### src/rtl/universal_shift_register.sv
// universal_shift_register
//   Parametrised N-bit universal shift register with single-step operations
//   (shift, rotate, arithmetic shift, load) and a burst engine. The burst
//   engine repeats a shift/rotate a programmable number of times, one position
//   per cycle, with a busy/done handshake and an abort.
//
// Ports
//   clk       rising-edge clock
//   rst       asynchronous, active-low reset
//   en        single-step enable (IDLE only)
//   mode      000 hold, 001 SRL, 010 SLL, 011 ROR, 100 ROL, 101 SRA,
//             110 LOAD, 111 hold (reserved)
//   d_in      parallel load data
//   ser_in_r  bit entering the MSB on SRL
//   ser_in_l  bit entering the LSB on SLL
//   start     begin burst (IDLE only)
//   amt       burst step count, sampled with start
//   abort     terminate a burst in progress
//   q_out     register contents
//   ser_out   bit expelled by the most recent step
//   busy      burst in progress
//   done      one-cycle burst completion pulse
module universal_shift_register #(
  parameter int N  = 8,
  parameter int AW = 4
) (
  input  logic          clk,
  input  logic          rst,
  input  logic          en,
  input  logic [2:0]    mode,
  input  logic [N-1:0]  d_in,
  input  logic          ser_in_r,
  input  logic          ser_in_l,
  input  logic          start,
  input  logic [AW-1:0] amt,
  input  logic          abort,
  output logic [N-1:0]  q_out,
  output logic          ser_out,
  output logic          busy,
  output logic          done
);

  typedef enum logic [2:0] {
    M_HOLD = 3'b000,
    M_SRL  = 3'b001,
    M_SLL  = 3'b010,
    M_ROR  = 3'b011,
    M_ROL  = 3'b100,
    M_SRA  = 3'b101,
    M_LOAD = 3'b110,
    M_RSVD = 3'b111
  } mode_e;

  typedef enum logic {
    IDLE  = 1'b0,
    SHIFT = 1'b1
  } state_e;

  state_e        state;
  mode_e         burst_mode;
  logic [AW-1:0] cnt;

  mode_e         op_mode;
  logic          is_shift;
  logic [N-1:0]  q_nxt;
  logic          so_nxt;

  // In a burst the latched mode drives the step logic; mode input is ignored.
  always_comb begin
    op_mode  = (state == SHIFT) ? burst_mode : mode_e'(mode);
    is_shift = (mode >= 3'd1) && (mode <= 3'd5);
  end

  always_comb begin
    q_nxt  = q_out;
    so_nxt = ser_out;
    case (op_mode)
      M_SRL: begin
        q_nxt  = {ser_in_r, q_out[N-1:1]};
        so_nxt = q_out[0];
      end
      M_SLL: begin
        q_nxt  = {q_out[N-2:0], ser_in_l};
        so_nxt = q_out[N-1];
      end
      M_ROR: begin
        q_nxt  = {q_out[0], q_out[N-1:1]};
        so_nxt = q_out[0];
      end
      M_ROL: begin
        q_nxt  = {q_out[N-2:0], q_out[N-1]};
        so_nxt = q_out[N-1];
      end
      M_SRA: begin
        q_nxt  = {q_out[N-1], q_out[N-1:1]};
        so_nxt = q_out[0];
      end
      M_LOAD: begin
        q_nxt  = d_in;
      end
      default: begin
        q_nxt  = q_out;
        so_nxt = ser_out;
      end
    endcase
  end

  always_ff @(posedge clk or negedge rst) begin
    if (!rst) begin
      state      <= IDLE;
      burst_mode <= M_HOLD;
      cnt        <= '0;
      q_out      <= '0;
      ser_out    <= 1'b0;
      busy       <= 1'b0;
      done       <= 1'b0;
    end else begin
      done <= 1'b0;
      case (state)
        IDLE: begin
          if (start && is_shift && (amt != '0)) begin
            burst_mode <= mode_e'(mode);
            cnt        <= amt;
            state      <= SHIFT;
            busy       <= 1'b1;
          end else if (start && is_shift) begin
            done <= 1'b1;
          end else if (start || en) begin
            // start with hold/LOAD/reserved behaves as a plain single step.
            q_out   <= q_nxt;
            ser_out <= so_nxt;
          end
        end
        SHIFT: begin
          if (abort) begin
            state <= IDLE;
            busy  <= 1'b0;
            cnt   <= '0;
          end else begin
            q_out   <= q_nxt;
            ser_out <= so_nxt;
            cnt     <= cnt - AW'(1);
            if (cnt == AW'(1)) begin
              state <= IDLE;
              busy  <= 1'b0;
              done  <= 1'b1;
            end
          end
        end
        default: state <= IDLE;
      endcase
    end
  end

endmodule
### config.mk
export PLATFORM = sky130hd
export DESIGN_NAME = universal_shift_register
export DESIGN_NICKNAME = d
export VERILOG_FILES = /design/src/rtl/universal_shift_register.sv
export SDC_FILE = /design/constraint.sdc
export NUM_CORES = 1
export LEC_CHECK = 0
export CAP_MARGIN = 10
export CORE_MARGIN = 3
export CORE_UTILIZATION = 47
export DETAILED_ROUTE_END_ITERATION = 7
export HOLD_SLACK_MARGIN = 0.05
export PLACE_DENSITY = 0.82
export SYNTH_ARGS = -nofsm -noshare
export SYNTH_HDL_FRONTEND = slang
export SYNTH_SLANG_ARGS = --single-unit
### constraint.sdc
create_clock -name clk -period 2.1 [get_ports clk]
set_input_delay 0.42 -clock clk [delete_from_list [all_inputs] [get_ports clk]]
set_output_delay 0.42 -clock clk [all_outputs]
set_load 0.03 [all_outputs]
After elaboration in Yosys (flattened, before gate mapping)
Cells that the tools add are included.

cells by class
  add/sub/neg operators = 1
  order comparisons = 2
  equal/unequal tests = 13
  muxes and demuxes = 29
  bitwise gates (word level) = 1
  reduce and logical (&&, ||, !) cells = 10

operators by type and width
  kind                   count
  $pmux W8 S6            1
  $mux W8                4
  $pmux W8 S2            1
  $mux W1                14
  $ne A2 B2 Y1 const B   5
  $pmux W1 S2            5
  $eq A3 B3 Y1 const B   3
  $mux W4                2
  $pmux W4 S2            1
  $eq A3 B2 Y1 const B   2
  $eq A4 B1 Y1 const B   1
  $reduce_and A2 Y1      2
  $reduce_and A4 Y1      1
  $reduce_bool A4 Y1     1
  $sub A4 B1 Y4 const B  1
  $eq A3 B1 Y1 const B   1
  $ge A3 B1 Y1 const B   1
  $le A3 B3 Y1 const B   1
  $logic_and A1 B1 Y1    3
  $mux W3                1
  $ne A3 B2 Y1 const B   1
  $reduce_or A3 Y1       1
  $reduce_or A2 Y1       1
  $logic_or A1 B1 Y1     1
  $not A1 Y1             1

storage, ports and cells
  bits in registers = 19
  output and inout bits = 11
  word-level logic and storage cells = 63

Logic depth before layout (Yosys ltp)
  depth after elaboration = 8
  depth in mapped cells = 7
  mapped depth without buffers = 6

Least setup slack after synthesis
OpenSTA, ideal clock, no wires.

  path type = input-to-reg
  start = input port amt[2]
  end = register cnt[3]
  library setup time = 0.133 ns
  arrival time = 1.666 ns
  slack = 0.301 ns
  stages on the path = 5
  buffers on the path = 0
  path through = or4_1 > a41oi_1 > nor3b_1 > a21oi_1 > o21ai_0

between the ends
  word-level cells in the longest chain between the ends = 3

ends and longest elaborated chain
  item                    line  source
  start, declared         35    input logic [AW-1:0] amt,
  $reduce_bool A4 Y1      121   if (start && is_shift && (amt != '0)) begin
  $logic_and A1 B1 Y1     121
  $ne A2 B2 Y1 (no line)  -
  end signal, assigned    123   cnt <= amt;
  end signal, assigned    142   cnt <= cnt - AW'(1);
  end, declared           61    logic [AW-1:0] cnt;

No other way between the ends.
A chain may end at the register's enable or synchronous reset.

Final worst setup path
  start = input port mode[1]
  end = register q_out[6]

between the ends
  word-level cells in the longest chain between the ends = 7
  elaborated cells on any way between the ends = 21
  those cells by class = order compare (2); eq/ne (8); mux (7); reduce/logical (4)

ends and longest elaborated chain
  item                                        line  source
  start, declared                             30    input logic [2:0] mode,
  $mux W3                                     70    op_mode = (state == SHIFT) ? burst_mode : mode_e'(mode);
  $eq A3 B3 Y1, or another cell as far along  77    case (op_mode)
  $pmux W8 S6                                 77
  $mux W8                                     128   end else if (start || en) begin
  $mux W8                                     126   end else if (start && is_shift) begin
  $mux W8                                     121
  $pmux W8 S2                                 119   case (state)
  end signal, assigned                        130   q_out <= q_nxt;
  end signal, assigned                        140   q_out <= q_nxt;
  end, declared                               37    output logic [N-1:0] q_out,

Parallel ways exist; a longest one is shown, timed or not. The select of a mux whose other input is x is not followed.

==> results by group <==
Synth
  • Most area-hungry cell type in the Yosys netlist: dfrtp_1
  • Top-area cell type share of the netlist area: 40.30%
  • Synthesized area: 1180 um^2
  • Yosys cell types: 39
  • Largest family of logic cells by synthesized area: compound AO/OA/AOI/OAI gates
  • Seq/Total Area, Yosys: 40.30%
  • Ranking of synthesized cells by area: dfrtp_1, mux2_2, a21oi_1
  • YS warnings: 0
  • Fraction of synthesized area in multiplexers: 11.88%
  • Post-Synth Simple-Gate Area: 13.36%
  • Synthesized Nets: 146
  • Compound-Gate Fraction of Synth Area: 25.66%
  • Mean Syn Cell Area: just under 10 um^2
  • Cell count after synthesis: 122
  • Number of enable flip-flop cells after synthesis: 0
  • XOR/XNOR Fraction of Synth Area: ~1.5%
  • Top_reg_cell synth: dfrtp_1
  • Async SR Flop Fraction: 100.0%
  • Post-Synth Adder-Cell Area: around 2.1%
  • Top-count cell post-synth: dfrtp_1
  • Synth top cells by count: dfrtp_1, a21oi_1, inv_1, nand2_1, o21ai_0
  • Flops & latches, synth: 19

Drt
  • Via-per-instance ratio: 5.751
  • Detailed Route WL: 3.157 mm
  • DRC viols: 0
  • Routed len/inst: about 15 um
  • Via Count: 1179
  • Detailed Routing Iterations Pass 1: 4
  • Number of DRC markers in iteration 0: 36
  • Routed Antenna Nets: 0

Power and ir drop
  • Flop pwr share: 32.1%
  • P_sw: 0.0009415 W
  • Leakage power: between 0.7 and 0.8 nW
  • Sw Ratio: 43.10%
  • Clock network fraction of total power: 8.7%
  • Comb power frac: 59.1%
  • Internal: 0.001243 W
  • Pwr/cell area: 1279 nW/um^2
  • Peak supply drop: 0.9204 mV

Cells and area
  • Post-route insts no fill: 205
  • Share of layout cells above drive strength 1: 22.60%
  • Layout area overhead: 44.75%
  • Diodes inserted: 0
  • # nets final: 202

STA
  • Clock Skews: 14.33 ps
  • Final Max Tran Viols: 0
  • Measured slew at the worst slew-check pin: 501.9 ps
  • RSZ-0062 raised after global routing: no
  • Final Hold Fails: 0
  • Slew HR: 66.30%
  • Fin crit period: 1953 ps
  • Peak Freq: 512.1 MHz
  • # setup viols final: 0
  • Crit share post-route: 92.98%
  • Setup TNS: 0 ps

Worst setup path
  • Req. time, crit path: 2300 ps
  • Worst-path fanout max: 10
  • Arrival time at the worst endpoint: 2150 ps
  • Crit. Startpoint: mode[1]
  • Critical setup path kind: primary input to flip-flop
  • CP Launch Type: primary input
  • Crit path capture type: flip-flop
  • FF-to-FF Start: state

Floorplan
  • Die ar.: 3148 um^2
  • Die height: 56.11 um
  • Top Ports: 33
  • Rows: 17
  • Starting density of the core: a little over 50%
  • CORE AREA: between 2000 and 2500 um^2
  • Die Span X: 56.11 um

Clock tree
  • Root buffer cell: clkbuf_4
  • Clock buffer count from CTS: 3
  • Worst skew pair latency: 310 ps
  • CTS tree: built
  • # H-tree levels: 1
  • Clock Path Buffers: 2
  • Gates resized, CTS repair: 0
  • Number of setup buffers added after CTS: 0
  • # hold bufs at CTS: 0
  • Clk slew on worst S/H paths: 120 ps
  • Clk sink count: 19

Placed design
  • Buffers on Ports: 32
  • Placer Congestion: 0.8688
  • # placed instances: about 200
  • Dpl hpwl: 2.426 mm

Global routing
  • Vias in the first global route: between 1k and 1.5k
  • First-pass GRT wire length: 5.499 mm
  • Initial antenna violation count: 0
  • Global Route Usage Sum: 21.90%
  • Grt total ovfl: 0
  • Largest net degree at the start of global routing: 20

Min path
  • Worst Hold Class: primary input to asynchronous set/reset pin

Job
  • Max cap viols: 0

Run status
  • Outcome: complete, no violations
[cells by family after synthesis]
logic type	Yosys count
XOR/XNOR	2
multiplexers	11
AND/OR/NAND/NOR	31
flip-flops	19
adder cells (fa/ha/maj)	2
AO/OA/AOI/OAI	44
buffers and inverters	13
[flip-flops by register name, summed over array words and instances, names as in the netlist]
signal	cells
state	1
burst_mode	3
ser_out	1
done	1
busy	1
cnt	4
q_out	8
[placed cells by master, fill, tap and decap left out, types with 2 or more instances in the layout]
cell type and count:
clkdlybuf4s50_1 32, buf_4 23, dfrtp_1 18, a21oi_1 13
inv_1 9, nand2_1 9, o21ai_0 9, mux2_2 7
a22o_1 7, nor2_1 6, a221oi_1 5, nor3_1 4
nand2b_1 3, clkbuf_4 3, xnor2_1 2, nor3b_1 2
ha_1 2
[per-stage QoR]
step,utilization (%),setup WS (ps),total power [W],hold slack (ps),cell area [um^2]
3_3_place_gp,73.15,-79.79,0.001946,460.4,1680
5_1_grt,74.35,10.33,0.002351,460.9,1708
2_1_floorplan,-,301.3,0.001468,124.4,1180
4_1_cts,74.29,73.84,0.002184,451.4,1707
3_5_place_dp,73.15,-163.8,0.001989,487.5,1680
6_report,74.35,147.4,0.002185,434.3,1708
[critical path: stages]
cell	delay, ps
clkdlybuf4s50_1	460
or3_1	410
nand4_1	200
o211ai_2	250
a221oi_1	330
a21oi_1	70
[layout make-up]
cell class	instances	area, um^2
Fill cell	173	589.3
Tap cell	28	35.03
Sequential cell	19	476.7
Inverter	9	33.78
Multi-Input combinational cell	90	643.1
Clock buffer	4	26.28
Timing Repair Buffer	55	493.0
[final timing paths]
kind                            end  slack [ps]  cells past startpoint
setup / recovery           q_out[6]         150                      6
hold / removal             q_out[4]         430                      2
setup reg to reg           q_out[0]         170                      6
hold reg to reg                busy         510                      1
max in group asynchronous     state        1450                      2
min in group clk               busy         510                      1
[per-layer routing]
| metal | track usage (%) | vias up | part of all wire, % |
|---|---|---|---|
| li1 | - | 563 | - |
| met5 | 0 | - | 0 |
| met2 | 37.56 | 51 | 49 |
| met4 | 10.17 | 0 | 2.7 |
| met1 | 26.30 | 554 | 42 |
| met3 | 3.944 | 11 | 7.1 |
[power by group through the flow]
stage	sequential, W	combinational (W)	clock (W)
finish	0.000702	0.00129	0.000191
global route	0.000727	0.00141	0.000214
CTS	0.000699	0.00129	0.000190
detailed placement	0.000705	0.00128	0
global placement	0.000697	0.00125	0
floorplan	0.000844	0.000624	0
Note: power is estimated with default switching activity, not from simulation.
